$ cat config.mk
export PLATFORM = sky130hd
export DESIGN_NAME = explored_ram_arbiter_flat
export DESIGN_NICKNAME = d
export VERILOG_FILES = /design/src/rtl/explored_ram_arbiter_pkg.sv /design/src/rtl/explored_ram_arbiter_if.sv /design/src/rtl/explored_ram_arbiter_rr_pick.sv /design/src/rtl/explored_ram_arbiter.sv /design/src/flat_wrapper.sv
export SDC_FILE = /design/constraint.sdc
export NUM_CORES = 1
export LEC_CHECK = 0
export BUFFER_PORTS_ARGS = -buffer_cell sky130_fd_sc_hd__clkbuf_2
export CORE_AREA = 3 3 239 241
export DETAILED_ROUTE_END_ITERATION = 10
export DIE_AREA = 0 0 242 244
export PLACE_DENSITY_LB_ADDON = 0.15
export SKIP_CTS_REPAIR_TIMING = 1
export SYNTH_ARGS = -nofsm -noshare
export SYNTH_HDL_FRONTEND = slang
export SYNTH_HIERARCHICAL = 1
export SYNTH_SLANG_ARGS = --single-unit
$ cat constraint.sdc
create_clock -name clk -period 2.05 [get_ports clk]
set_clock_uncertainty 0.05 [all_clocks]
set_input_delay 0.41 -clock clk [delete_from_list [all_inputs] [get_ports clk]]
set_output_delay 0.41 -clock clk [all_outputs]
set_load 0.02 [all_outputs]
$ cat src/rtl/explored_ram_arbiter_pkg.sv
// Shared pathfinding types: explored-table geometry, map_node and node_info records.
// Latency: n/a (types, constants and a pure address-clamp helper only).
// Backpressure: n/a.
package explored_ram_arbiter_pkg;

    // Explored-table address width and default table depth.
    localparam int ADDR_W    = 9;
    localparam int MAX_NODES = 255;

    typedef logic [ADDR_W-1:0] node_addr_t;

    // Grid coordinate of one map cell.
    typedef struct packed {
        logic [7:0] x;
        logic [7:0] y;
    } map_node_t;

    // One explored-table entry, 272 bits wide.
    typedef struct packed {
        map_node_t          node;        // 16
        map_node_t          parent;      // 16
        logic [31:0]        g_cost;      // 32
        logic [31:0]        h_cost;      // 32
        logic [31:0]        f_cost;      // 32
        logic [15:0]        visit_cnt;   // 16
        map_node_t [7:0]    neighbours;  // 128
    } node_info_t;

    // Addresses beyond the populated table are folded onto entry 0 so a
    // stray search index can never read past the end of the RAM.
    function automatic node_addr_t clamp_addr(input node_addr_t addr, input int unsigned limit);
        return (32'(addr) >= limit) ? '0 : addr;
    endfunction

endpackage

$ cat src/rtl/explored_ram_arbiter_if.sv
// Bundle of requester, writer and RAM-side signals around the explored-table arbiter.
// Latency: n/a (wiring only). slave = arbiter side, master = requesters/RAM side.
// Backpressure: reads by level request + one-hot grant; writes by level request + wr_ack pulse.
interface explored_ram_arbiter_if #(
    parameter int N_REQ = 3
);
    import explored_ram_arbiter_pkg::*;

    logic [N_REQ-1:0]             rd_req;
    logic [N_REQ-1:0][ADDR_W-1:0] rd_addr;
    logic [N_REQ-1:0]             rd_grant;
    logic [N_REQ-1:0]             rd_valid;
    logic                         wr_req;
    node_addr_t                   wr_addr;
    node_info_t                   wr_data;
    logic                         wr_ack;
    node_addr_t                   ram_rd_addr;
    logic                         ram_we;
    node_addr_t                   ram_wr_addr;
    node_info_t                   ram_wr_data;
    logic                         timeout_err;

    modport slave (
        input  rd_req, rd_addr, wr_req, wr_addr, wr_data,
        output rd_grant, rd_valid, wr_ack, ram_rd_addr, ram_we,
               ram_wr_addr, ram_wr_data, timeout_err
    );

    modport master (
        output rd_req, rd_addr, wr_req, wr_addr, wr_data,
        input  rd_grant, rd_valid, wr_ack, ram_rd_addr, ram_we,
               ram_wr_addr, ram_wr_data, timeout_err
    );

endinterface

$ cat src/rtl/explored_ram_arbiter_rr_pick.sv
// Round-robin pick: one-hot of the first set req bit at or after ptr, wrapping to 0.
// Latency: purely combinational. Ports: req (eligible requests), ptr (start index), pick (one-hot or zero).
// Backpressure: none; the caller decides when the pick is consumed.
module explored_ram_arbiter_rr_pick #(
    parameter int N_REQ = 3,
    parameter int PTR_W = 2
) (
    input  logic [N_REQ-1:0] req,
    input  logic [PTR_W-1:0] ptr,
    output logic [N_REQ-1:0] pick
);

    logic found;

    // Walk offsets from ptr; the inner loop keeps every bit index constant.
    always_comb begin
        pick  = '0;
        found = 1'b0;
        for (int off = 0; off < N_REQ; off++) begin
            for (int i = 0; i < N_REQ; i++) begin
                if (!found && req[i] && (i == (int'(ptr) + off) % N_REQ)) begin
                    pick[i] = 1'b1;
                    found   = 1'b1;
                end
            end
        end
    end

endmodule

$ cat src/rtl/explored_ram_arbiter.sv
// Arbitrates the explored-table RAM between N_REQ read owners and one writer.
// Latency: grant 1 cycle after request; rd_valid 1 cycle after each owned cycle; write 1 cycle after wr_req.
// Backpressure: writes stall (no wr_ack) for a whole read ownership; grants revoked after HOLD_LIMIT cycles.
// Ports: clk, reset_n (async active-low), bus (slave modport: requesters, writer, RAM side, timeout_err).
module explored_ram_arbiter #(
    parameter int MAX_NODES  = explored_ram_arbiter_pkg::MAX_NODES,
    parameter int N_REQ      = 3,
    parameter int HOLD_LIMIT = 1024
) (
    input  logic                    clk,
    input  logic                    reset_n,
    explored_ram_arbiter_if.slave   bus
);
    import explored_ram_arbiter_pkg::*;

    localparam int PTR_W = (N_REQ > 1) ? $clog2(N_REQ) : 1;
    localparam int HC_W  = $clog2(HOLD_LIMIT + 1);

    localparam logic [1:0] IDLE     = 2'd0;
    localparam logic [1:0] READ_OWN = 2'd1;
    localparam logic [1:0] WRITE    = 2'd2;

    logic [1:0]       state;
    logic [1:0]       state_nxt;
    logic [N_REQ-1:0] grant;
    logic [N_REQ-1:0] pick;
    logic [N_REQ-1:0] eligible;
    logic [N_REQ-1:0] revoked;
    logic [N_REQ-1:0] rd_valid_q;
    logic [PTR_W-1:0] rr_ptr;
    logic [PTR_W-1:0] grant_idx;
    logic [PTR_W-1:0] ptr_after;
    logic [HC_W-1:0]  hold_cnt;
    logic             timeout_q;
    logic             owner_req;
    logic             hold_expired;
    node_addr_t       sel_addr;

    // A requester whose grant timed out stays excluded until it drops its request.
    assign eligible = bus.rd_req & ~revoked;

    explored_ram_arbiter_rr_pick #(
        .N_REQ (N_REQ),
        .PTR_W (PTR_W)
    ) u_rr_pick (
        .req  (eligible),
        .ptr  (rr_ptr),
        .pick (pick)
    );

    // Owner index and its address; other requesters' addresses never reach the RAM.
    always_comb begin
        grant_idx = '0;
        sel_addr  = '0;
        for (int i = 0; i < N_REQ; i++) begin
            if (grant[i]) begin
                grant_idx = PTR_W'(i);
                sel_addr  = bus.rd_addr[i];
            end
        end
    end

    assign ptr_after    = (grant_idx == PTR_W'(N_REQ - 1)) ? '0 : grant_idx + 1'b1;
    assign owner_req    = |(bus.rd_req & grant);
    assign hold_expired = (hold_cnt == HC_W'(HOLD_LIMIT - 1));

    // The writer wins in IDLE; READ_OWN always passes through IDLE before the next grant.
    always_comb begin
        state_nxt = state;
        case (state)
            IDLE: begin
                if (bus.wr_req) begin
                    state_nxt = WRITE;
                end else if (|eligible) begin
                    state_nxt = READ_OWN;
                end
            end
            READ_OWN: begin
                if (!owner_req || hold_expired) begin
                    state_nxt = IDLE;
                end
            end
            default: state_nxt = IDLE;
        endcase
    end

    always_ff @(posedge clk or negedge reset_n) begin
        if (!reset_n) begin
            state      <= IDLE;
            grant      <= '0;
            revoked    <= '0;
            rd_valid_q <= '0;
            rr_ptr     <= '0;
            hold_cnt   <= '0;
            timeout_q  <= 1'b0;
        end else begin
            state     <= state_nxt;
            timeout_q <= 1'b0;
            // Every owned cycle issues one RAM read whose data lands a cycle later.
            rd_valid_q <= (state == READ_OWN) ? grant : '0;
            revoked    <= revoked & bus.rd_req;
            case (state)
                IDLE: begin
                    hold_cnt <= '0;
                    if (!bus.wr_req && |eligible) begin
                        grant <= pick;
                    end
                end
                READ_OWN: begin
                    if (!owner_req) begin
                        grant  <= '0;
                        rr_ptr <= ptr_after;
                    end else if (hold_expired) begin
                        grant     <= '0;
                        rr_ptr    <= ptr_after;
                        timeout_q <= 1'b1;
                        revoked   <= (revoked & bus.rd_req) | grant;
                    end else begin
                        hold_cnt <= hold_cnt + 1'b1;
                    end
                end
                default: ;
            endcase
        end
    end

    // Write-side outputs are gated by state so reset silences them immediately.
    assign bus.rd_grant    = grant;
    assign bus.rd_valid    = rd_valid_q;
    assign bus.wr_ack      = (state == WRITE);
    assign bus.ram_we      = (state == WRITE);
    assign bus.ram_wr_addr = (state == WRITE) ? bus.wr_addr : '0;
    assign bus.ram_wr_data = (state == WRITE) ? bus.wr_data : '0;
    assign bus.ram_rd_addr = (state == READ_OWN) ? clamp_addr(sel_addr, MAX_NODES) : '0;
    assign bus.timeout_err = timeout_q;

endmodule

$ cat src/flat_wrapper.sv
// flat-port wrapper written by rule: the top's interface ports become plain ports
module explored_ram_arbiter_flat import explored_ram_arbiter_pkg::*;
#(
    parameter int MAX_NODES  = explored_ram_arbiter_pkg::MAX_NODES,
    parameter int N_REQ      = 3,
    parameter int HOLD_LIMIT = 1024
)
  (clk, reset_n, bus_rd_req, bus_rd_addr, bus_wr_req, bus_wr_addr, bus_wr_data, bus_rd_grant, bus_rd_valid, bus_wr_ack, bus_ram_rd_addr, bus_ram_we, bus_ram_wr_addr, bus_ram_wr_data, bus_timeout_err);
  explored_ram_arbiter_if #(.N_REQ(N_REQ)) bus_i ();
  input  logic clk;
  input  logic reset_n;
  input wire logic [$bits(bus_i.rd_req)-1:0] bus_rd_req;
  input wire logic [$bits(bus_i.rd_addr)-1:0] bus_rd_addr;
  input wire logic [$bits(bus_i.wr_req)-1:0] bus_wr_req;
  input wire logic [$bits(bus_i.wr_addr)-1:0] bus_wr_addr;
  input wire logic [$bits(bus_i.wr_data)-1:0] bus_wr_data;
  output wire logic [$bits(bus_i.rd_grant)-1:0] bus_rd_grant;
  output wire logic [$bits(bus_i.rd_valid)-1:0] bus_rd_valid;
  output wire logic [$bits(bus_i.wr_ack)-1:0] bus_wr_ack;
  output wire logic [$bits(bus_i.ram_rd_addr)-1:0] bus_ram_rd_addr;
  output wire logic [$bits(bus_i.ram_we)-1:0] bus_ram_we;
  output wire logic [$bits(bus_i.ram_wr_addr)-1:0] bus_ram_wr_addr;
  output wire logic [$bits(bus_i.ram_wr_data)-1:0] bus_ram_wr_data;
  output wire logic [$bits(bus_i.timeout_err)-1:0] bus_timeout_err;
  assign bus_i.rd_req = bus_rd_req;
  assign bus_i.rd_addr = bus_rd_addr;
  assign bus_i.wr_req = bus_wr_req;
  assign bus_i.wr_addr = bus_wr_addr;
  assign bus_i.wr_data = bus_wr_data;
  assign bus_rd_grant = bus_i.rd_grant;
  assign bus_rd_valid = bus_i.rd_valid;
  assign bus_wr_ack = bus_i.wr_ack;
  assign bus_ram_rd_addr = bus_i.ram_rd_addr;
  assign bus_ram_we = bus_i.ram_we;
  assign bus_ram_wr_addr = bus_i.ram_wr_addr;
  assign bus_ram_wr_data = bus_i.ram_wr_data;
  assign bus_timeout_err = bus_i.timeout_err;
  explored_ram_arbiter #(.MAX_NODES(MAX_NODES), .N_REQ(N_REQ), .HOLD_LIMIT(HOLD_LIMIT)) u_core (.clk(clk), .reset_n(reset_n), .bus(bus_i));
endmodule
==> impl_metrics.env, run 1 <==
export IMPL_drc=0
export IMPL_tightest_slew_ns=0.718
export IMPL_maxSlewViolCount=0
export IMPL_dpl_cell_count=1858
export IMPL_root_buffer="clkbuf_16"
export IMPL_async_reset_ff_frac=1.00
export IMPL_fin_crit_ns=2.27
export IMPL_critPathCaptureType="primary output"
export IMPL_synth_area_um2=3510
export IMPL_clock_sinks=25
export IMPL_slew_headroom=0.522
export IMPL_cts_max_path_buffers=2
export IMPL_die_x_um=242
export IMPL_core_area_um2=55100
export IMPL_violations="negative setup slack"
export IMPL_ios=613
export IMPL_grt_pass1_wl_um=49400
export IMPL_avgSynthCellArea_um2=7.09
export IMPL_num_nets_final=1486
export IMPL_htree_levels=1
export IMPL_cp_slowest_cell="dfrtp_1"
export IMPL_powerDensity_nw_per_um2=783
export IMPL_gp_congestion=0.873
export IMPL_cts_buffers=3
export IMPL_post_route_util=0.205
export IMPL_max_freq_mhz=440
export IMPL_hold_viol=0
export IMPL_critPathLaunchType="register"
export IMPL_synth_cells=496
export IMPL_syn_nets=813
export IMPL_grt_pass1_vias=5916
export IMPL_drtIter0Drc=178
export IMPL_die_y_um=244
export IMPL_first_pass_iters=4
export IMPL_leakage_nw=5.72
export IMPL_placed_area_um2=7810
export IMPL_pre_cts_ws_ns=-0.0402
export IMPL_yosysSeqAreaShare=0.178
export IMPL_route_vias_total=6339
export IMPL_cts_tree="done"
export IMPL_setup_violations=154
export IMPL_grt_max_degree=49
export IMPL_ys_flop_type="dfrtp_1"
export IMPL_drv_cap=0
export IMPL_period_share=1.11
export IMPL_dp_final_hpwl_um=34400
export IMPL_numPortBuffers=611
export IMPL_placementRows=86
export IMPL_final_cell_mix="clkbuf_2 (336), buf_6 (259), and2_4 (244)"
export IMPL_hp_class="input pin to async pin"
export IMPL_synth_seq_cells=25
export IMPL_ir_drop_mv=0.263
export IMPL_rsz0062_at_grt="yes"
export IMPL_grt_overflow=0
export IMPL_wl_per_cell_um=21.9
export IMPL_antenna_found_initial=23
export IMPL_layout_drive_gt1_share=0.837
export IMPL_fin_setup_tns_ns=-9.22
export IMPL_ant_nets=0
export IMPL_cpPeakStageDelay_ns=0.40
export IMPL_fin_total_pwr_mw=8.86
export IMPL_setup_slack_ns=-0.222
export IMPL_area_delta_synth_final_pct=222
export IMPL_synth_distinct_cells=46
export IMPL_clk_latency_ns=0.27
export IMPL_final_common_cell="clkbuf_2"
export IMPL_status="finished with violations"
export IMPL_start_util=0.0638
export IMPL_routed_wirelength_um=42200
export IMPL_die_area_um2=59000
export IMPL_fin_area_um2=11300
export IMPL_cts_clk_slew_worst_paths_ns=0.07
export IMPL_required_ns=1.59
export IMPL_crit_fanout=21
export IMPL_gr_usage_all_layers=0.118
export IMPL_synth_edf_count=0
export IMPL_hold_ws_ns=0.131
export IMPL_viasPerCell=3.30
export IMPL_layout_cells_non_filler=1922
export IMPL_cp_cell_sequence="buf_12 > nand3b_1 > a2bb2oi_1 > nand4_1 > o21ai_2 > buf_6 > nor2b_1 > clkbuf_2"
export IMPL_synth_warnings=6
export IMPL_worstSetupPathType="register to primary output"
export IMPL_arrival_ns=1.81
routing by layer:
layer,up-vias,share of wire,track usage
met2,303,0.49,0.207
met4,8,0.012,0.00442
met1,3045,0.42,0.151
met3,28,0.071,0.0332
met5,-,0.0013,0
li1,2955,-,-
final timing paths:
| kind | cells after the start | startpoint | end | slack (ns) |
|---|---|---|---|---|
| max reg2reg | 7 | u_core/hold_cnt[0] | u_core/hold_cnt[5] | 0.10 |
| min | 1 | reset_n | u_core/hold_cnt[6] | 0.13 |
| min reg2reg | 1 | u_core/revoked[2] | u_core/revoked[2] | 0.47 |
| max in group asynchronous | 1 | reset_n | u_core/state[0] | 1.30 |
| max | 8 | u_core/bus.rd_grant[1] | bus_ram_rd_addr[5] | -0.22 |
| min in group clk | 3 | bus_wr_req | u_core/state[1] | 0.33 |
registers in the layout, indices dropped and copies added, names as in the netlist:
name	count
u_core/bus.timeout_err	1
u_core/hold_cnt	11
u_core/state	2
u_core/bus.rd_valid	3
u_core/revoked	3
u_core/bus.rd_grant	3
u_core/rr_ptr	2
power breakdown:
part / internal, mW / total (mW) / switching [mW] / leakage (nW)
Sequential: 0.559 / 0.612 / 0.0535 / 0.340
Combinational: 4.20 / 7.78 / 3.59 / 5.34
Clock: 0.264 / 0.462 / 0.198 / 0.0409
Total: 5.02 / 8.86 / 3.84 / 5.72
worst max-delay path: cells and delay by family (launching register included):
family	cells	cell delay, ns
AND/OR/NAND/NOR	3	0.36
buffers and inverters	3	0.44
flip-flops	1	0.40
AO/OA/AOI/OAI	2	0.35
logic make-up after synthesis:
group | after synthesis | share of synthesized area
AND/OR/NAND/NOR | 354 | 0.619
other | 1 | 0.00107
AO/OA/AOI/OAI | 61 | 0.130
flip-flops | 25 | 0.178
adder cells (fa/ha/maj) | 3 | 0.0107
multiplexers | 2 | 0.00605
buffers and inverters | 50 | 0.0555
cell usage after synthesis (6+ instances only):
cell	instances	area, um^2
dfrtp_1	25	626
and2_1	282	1760
a2bb2oi_1	8	70.1
a21oi_1	14	70.1
nor2_1	11	41.3
a22o_1	6	52.6
nand3b_1	8	60.1
inv_1	7	26.3
clkbuf_1	40	150
nand2_1	16	60.1
nor2b_1	12	75.1
final cells by class:
| cell class | count | area, um^2 |
|---|---|---|
| clock buffers | 3 | 75.1 |
| fillers | 6248 | 43800 |
| clock inverters | 1 | 5.00 |
| inverters | 7 | 26.3 |
| repair buffers | 711 | 6260 |
| flip-flops and latches | 25 | 627 |
| well taps | 748 | 936 |
| multi-input cells | 421 | 3360 |
| diodes | 6 | 15.0 |
Power figures use the tool's default switching activity.
==> run 2, diff against run 1 <==
--- a/config.mk
+++ b/config.mk
@@ -5,6 +5,7 @@
 export SDC_FILE = /design/constraint.sdc
 export NUM_CORES = 1
 export LEC_CHECK = 0
+export ABC_AREA = 1
 export BUFFER_PORTS_ARGS = -buffer_cell sky130_fd_sc_hd__clkbuf_2
 export CORE_AREA = 3 3 239 241
 export DETAILED_ROUTE_END_ITERATION = 10
==> run 2 against run 1 <==
Synthesized cell count is 75% higher. Cell count is 19% higher. Final area is 4.2% higher. Total power is 2.4% lower. The run still ends with negative setup slack left. Highest routed layer unchanged.
==> impl_metrics.env, run 2 <==
export IMPL_period_share=1.07
export IMPL_die_y_um=244
export IMPL_pre_cts_ws_ns=-0.0169
export IMPL_die_x_um=242
export IMPL_n_fill_cell=6373
export IMPL_area_delta_synth_final_pct=186
export IMPL_synth_cells=866
export IMPL_antenna_found_initial=28
export IMPL_grt_busiest_layer="met2"
export IMPL_drc=0
export IMPL_required_ns=1.59
export IMPL_critPathCaptureType="primary output"
export IMPL_route_vias_total=7444
export IMPL_ys_flop_type="dfrtp_1"
export IMPL_placementRows=86
export IMPL_grt_use_met1=0.117
export IMPL_async_reset_ff_frac=1.00
export IMPL_clock_sinks=25
export IMPL_grt_pass1_wl_um=52200
export IMPL_clk_latency_ns=0.27
export IMPL_arrival_ns=1.73
export IMPL_synth_distinct_cells=32
export IMPL_gr_usage_all_layers=0.120
export IMPL_synthTopCellsByCount="inv_1 (321), nor2_1 (314), nand2_1 (80)"
export IMPL_p_seq_frac=0.075
export IMPL_fin_crit_ns=2.19
export IMPL_max_freq_mhz=458
export IMPL_largest_register="u_core/hold_cnt"
export IMPL_fin_setup_tns_ns=-8.72
export IMPL_setup_violations=190
export IMPL_synth_area_um2=4120
export IMPL_status="finished with violations"
export IMPL_num_nets_final=1833
export IMPL_final_cell_mix="clkbuf_2 (359), inv_1 (320), buf_6 (162)"
export IMPL_clock_power_share=0.054
export IMPL_grt_max_degree=67
export IMPL_cts_buffers=3
export IMPL_core_area_um2=55100
export IMPL_largest_reg_flops=11
export IMPL_cts_tree="done"
export IMPL_htree_levels=1
export IMPL_powerDensity_nw_per_um2=734
export IMPL_ios=613
export IMPL_synthTopCellsByArea="inv_1 (29%), nor2_1 (29%), dfrtp_1 (15%)"
export IMPL_maxSlewViolCount=0
export IMPL_yosysTopAreaCell="inv_1"
export IMPL_dp_final_hpwl_um=34700
export IMPL_cts_clk_slew_worst_paths_ns=0.07
export IMPL_syn_nets=1183
export IMPL_grtUsageMet2=0.223
export IMPL_placed_area_um2=8170
export IMPL_hp_class="input pin to async pin"
export IMPL_grt_overflow=0
export IMPL_viasPerCell=3.27
export IMPL_ant_nets=0
export IMPL_synth_most_common_cell="inv_1"
export IMPL_rsz0062_at_grt="yes"
export IMPL_grt_pass1_vias=7424
export IMPL_synth_warnings=6
export IMPL_ir_drop_mv=0.635
export IMPL_drv_cap=0
export IMPL_comb_power_share=0.871
export IMPL_sw_frac_of_total=0.535
export IMPL_critPathLaunchType="register"
export IMPL_synth_edf_count=0
export IMPL_leakage_nw=6.74
export IMPL_p_int_mw=4.02
export IMPL_first_pass_iters=4
export IMPL_violations="negative setup slack"
export IMPL_synth_seq_cells=25
export IMPL_wl_per_cell_um=18.6
export IMPL_yosysSeqAreaShare=0.152
export IMPL_cts_max_path_buffers=2
export IMPL_synth_top_area_frac=0.292
export IMPL_start_util=0.0749
export IMPL_switching_power_mw=4.63
export IMPL_layout_drive_gt1_share=0.639
export IMPL_fin_area_um2=11800
export IMPL_gp_congestion=1.05
export IMPL_tightest_slew_ns=0.716
export IMPL_numPortBuffers=611
export IMPL_drtIter0Drc=197
export IMPL_root_buffer="clkbuf_16"
export IMPL_setup_slack_ns=-0.135
export IMPL_avgSynthCellArea_um2=4.76
export IMPL_slew_headroom=0.523
export IMPL_final_common_cell="clkbuf_2"
export IMPL_die_area_um2=59000
export IMPL_globalRouteMet3Util=0.0465
export IMPL_routed_wirelength_um=42300
export IMPL_crit_fanout=8
export IMPL_worstSetupPathType="register to primary output"
export IMPL_hold_viol=0
[run 2: worst max-delay path, stage by stage, from the launching register on]
cell,delay (ns)
dfrtp_2,0.48
buf_6,0.17
nand2_1,0.06
nand2_1,0.06
nor2_2,0.12
nand2_1,0.07
nor2_2,0.11
nand2_2,0.09
nand2_8,0.12
nor2_4,0.05
buf_6,0.12
[run 2: cell type report]
type | instances | area [um^2] | share of cell area
Timing Repair Buffer | 674 | 5370 | 0.456
Multi-Input combinational cell | 480 | 3390 | 0.287
Inverter | 325 | 1240 | 0.105
Tap cell | 748 | 936 | 0.0794
Sequential cell | 25 | 629 | 0.0534
Timing Repair inverter | 7 | 106 | 0.00903
Clock buffer | 3 | 75.1 | 0.00637
Antenna cell | 15 | 37.5 | 0.00319
Clock inverter | 1 | 5.00 | 0.000425
[run 2: power by group through the flow]
| stage | combinational [mW] | clock (mW) | sequential, mW |
|---|---|---|---|
| 3_5_place_dp | 4.70 | 0 | 0.647 |
| 3_3_place_gp | 4.77 | 0 | 0.643 |
| 2_1_floorplan | 2.74 | 0 | 0.641 |
| 6_report | 7.53 | 0.463 | 0.651 |
| 4_1_cts | 4.72 | 0.477 | 0.638 |
| 5_1_grt | 8.03 | 0.496 | 0.666 |
[run 2: routing by layer]
| layer | up-vias | wire length, um | share of wire |
|---|---|---|---|
| li1 | 3621 | - | - |
| met1 | 3392 | 14900 | 0.35 |
| met2 | 361 | 21900 | 0.52 |
| met3 | 60 | 3750 | 0.089 |
| met4 | 10 | 1700 | 0.040 |
| met5 | - | 69 | 0.0016 |
[run 2: per-stage QoR]
| stage | util | cells | total power, mW | hold slack [ns] |
|---|---|---|---|---|
| after global placement | 0.148 | 2214 | 5.41 | 0.416 |
| after global routing | 0.214 | 2276 | 9.19 | 0.184 |
| after detailed placement | 0.148 | 2214 | 5.34 | 0.425 |
| after CTS | 0.150 | 2218 | 5.83 | 0.156 |
| after floorplan | - | 866 | 3.38 | 0.0644 |
| final | 0.214 | 2278 | 8.65 | 0.132 |
[run 2: logic make-up after synthesis]
logic type / share of synthesized area
other cells: 0.000909
xor+xnor: 0.0149
fa+ha+maj: 0.00910
buf+inv: 0.343
flops: 0.152
compound gates: 0.0334
simple gates: 0.448
[run 2: final timing paths]
path	from	endpoint	slack [ns]	cells after the start
setup / recovery	u_core/bus.rd_grant[2]	bus_ram_rd_addr[7]	-0.14	10
hold reg to reg	u_core/revoked[1]	u_core/revoked[1]	0.44	2
hold / removal	reset_n	u_core/state[0]	0.13	1
max in group asynchronous	reset_n	u_core/bus.rd_grant[0]	1.31	1
min in group clk	bus_wr_req	u_core/state[1]	0.30	3
setup reg to reg	u_core/rr_ptr[0]	u_core/bus.rd_grant[1]	0.36	11
==> run 3, diff against run 2 <==
--- a/config.mk
+++ b/config.mk
@@ -11,7 +11,6 @@
 export DETAILED_ROUTE_END_ITERATION = 10
 export DIE_AREA = 0 0 242 244
 export PLACE_DENSITY_LB_ADDON = 0.15
-export SKIP_CTS_REPAIR_TIMING = 1
 export SYNTH_ARGS = -nofsm -noshare
 export SYNTH_HDL_FRONTEND = slang
 export SYNTH_HIERARCHICAL = 1
==> run 3 against run 2 <==
Wire length is 4.0% higher. Hold slack better by 0.0018 ns. Total power is 7.2% higher. Cell count is 0.22% higher. Sequential power is 2% higher. Die area stayed put. Via count is 1.4% higher. Clock power hardly changed. Register-to-register slack hardly changed. The flow still finishes with violations (negative setup slack).
==> impl_metrics.env, run 3 (same netlist as run 2, synthesis figures left out) <==
export IMPL_cts_max_path_buffers=2
export IMPL_first_pass_iters=4
export IMPL_start_util=0.0749
export IMPL_cp_slowest_cell="dfrtp_1"
export IMPL_hold_viol=0
export IMPL_placementRows=86
export IMPL_clk_latency_ns=0.27
export IMPL_cp_top_family="buffers and inverters"
export IMPL_critPathCaptureType="primary output"
export IMPL_htree_levels=1
export IMPL_n_fill_cell=6286
export IMPL_worstSetupPathType="register to primary output"
export IMPL_die_x_um=242
export IMPL_grt_overflow=0
export IMPL_cts_clk_slew_worst_paths_ns=0.07
export IMPL_crit_buf_inv=6
export IMPL_viasPerCell=3.30
export IMPL_clock_sinks=25
export IMPL_root_buffer="clkbuf_16"
export IMPL_cts_buffers=3
export IMPL_arrival_ns=1.75
export IMPL_gr_usage_all_layers=0.128
export IMPL_rsz0062_at_grt="yes"
export IMPL_pre_cts_ws_ns=-0.0169
export IMPL_cpPeakStageDelay_ns=0.42
export IMPL_numPortBuffers=611
export IMPL_rr_worst_depth=11
export IMPL_ios=613
export IMPL_routed_wirelength_um=44000
export IMPL_required_ns=1.59
export IMPL_drc=0
export IMPL_gp_congestion=1.05
export IMPL_final_common_cell="clkbuf_2"
export IMPL_ir_drop_mv=0.477
export IMPL_cts_tree="done"
export IMPL_area_delta_synth_final_pct=201
export IMPL_grt_pass1_wl_um=54800
export IMPL_period_share=1.08
export IMPL_fin_setup_tns_ns=-12.43
export IMPL_dp_final_hpwl_um=34700
export IMPL_maxSlewViolCount=0
export IMPL_post_route_util=0.225
export IMPL_hp_class="input pin to async pin"
export IMPL_ant_nets=0
export IMPL_final_cell_mix="clkbuf_2 (379), inv_1 (320), buf_6 (194)"
export IMPL_drv_cap=0
export IMPL_powerDensity_nw_per_um2=747
export IMPL_drtIter0Drc=176
export IMPL_tightest_slew_ns=0.722
export IMPL_largest_reg_flops=11
export IMPL_status="finished with violations"
export IMPL_worst_r2r_endpoint="u_core/bus.rd_grant[1]"
export IMPL_critPathLaunchType="register"
export IMPL_layout_drive_gt1_share=0.635
export IMPL_die_area_um2=59000
export IMPL_r2r_slack_ns=0.35
export IMPL_regToRegStartpoint="u_core/rr_ptr[0]"
export IMPL_num_nets_final=1843
export IMPL_core_area_um2=55100
export IMPL_route_vias_total=7545
export IMPL_wl_per_cell_um=19.3
export IMPL_grt_max_degree=34
export IMPL_setup_slack_ns=-0.162
export IMPL_violations="negative setup slack"
export IMPL_crit_fanout=4
export IMPL_cp_cell_sequence="nor2_4 > buf_12 > buf_16 > buf_12 > inv_8 > buf_6 > nor2_4 > buf_6"
export IMPL_largest_register="u_core/hold_cnt"
export IMPL_hold_buffers=0
export IMPL_die_y_um=244
export IMPL_antenna_found_initial=24
export IMPL_max_freq_mhz=452
export IMPL_grt_pass1_vias=7573
export IMPL_setup_violations=229
export IMPL_slew_headroom=0.519
export IMPL_fin_crit_ns=2.21
export IMPL_leakage_nw=6.92
run 3: per-stage QoR:
step,instance area (um^2),cells,total power [mW],hold WS [ns]
2_1_floorplan,4130,866,3.38,0.0644
3_3_place_gp,8170,2214,5.41,0.416
3_5_place_dp,8170,2214,5.34,0.425
4_1_cts,8880,2232,6.54,0.155
5_1_grt,12400,2283,9.81,0.192
6_report,12400,2283,9.27,0.133
run 3: worst max-delay path by stage:
stage,start,to,depth (start not counted)
6_report,u_core/state[0],bus_ram_wr_data[31],8
3_5_place_dp,u_core/state[0],bus_ram_wr_data[256],5
5_1_grt,u_core/bus.rd_grant[2],bus_ram_rd_addr[3],10
4_1_cts,u_core/bus.rd_grant[2],bus_ram_rd_addr[3],10
2_1_floorplan,u_core/state[0],bus_ram_wr_data[181],6
3_3_place_gp,u_core/state[0],bus_ram_wr_data[256],5
run 3: cell type report:
type | instances | area, um^2 | area share
diodes | 10 | 25.0 | 0.00202
clock buffers | 3 | 75.1 | 0.00605
clock inverters | 1 | 5.00 | 0.000403
inverters | 325 | 1250 | 0.100
multi-input cells | 481 | 3590 | 0.289
flip-flops and latches | 25 | 629 | 0.0507
well taps | 748 | 936 | 0.0754
repair buffers | 681 | 5740 | 0.463
repair inverters | 9 | 166 | 0.0134
run 3: power breakdown:
group | internal, mW | switching [mW] | total, mW
registers | 0.560 | 0.101 | 0.661
logic | 3.52 | 4.63 | 8.15
clock network | 0.264 | 0.200 | 0.465
total | 4.34 | 4.93 | 9.27
run 3: worst reg2reg max path, delay by kind of cell, from the launching register on:
| family | cells | cell delay, ns |
|---|---|---|
| AND/OR/NAND/NOR | 6 | 0.47 |
| flip-flops | 1 | 0.38 |
| adder cells (fa/ha/maj) | 1 | 0.33 |
| AO/OA/AOI/OAI | 2 | 0.30 |
| buffers and inverters | 2 | 0.10 |
run 3: repair_timing:
item                       CTS  global route
resized for setup          141          1008
setup endpoints to repair  270           277
pin swaps                    7             9
gates cloned                 8            30
setup buffers                6            13
run 3: routing by layer:
metal	share of wire	vias to the layer above	track usage
met5	0.0013	-	0
met4	0.038	8	0.0497
met3	0.086	57	0.0441
met2	0.52	367	0.239
met1	0.35	3473	0.130
li1	-	3640	-
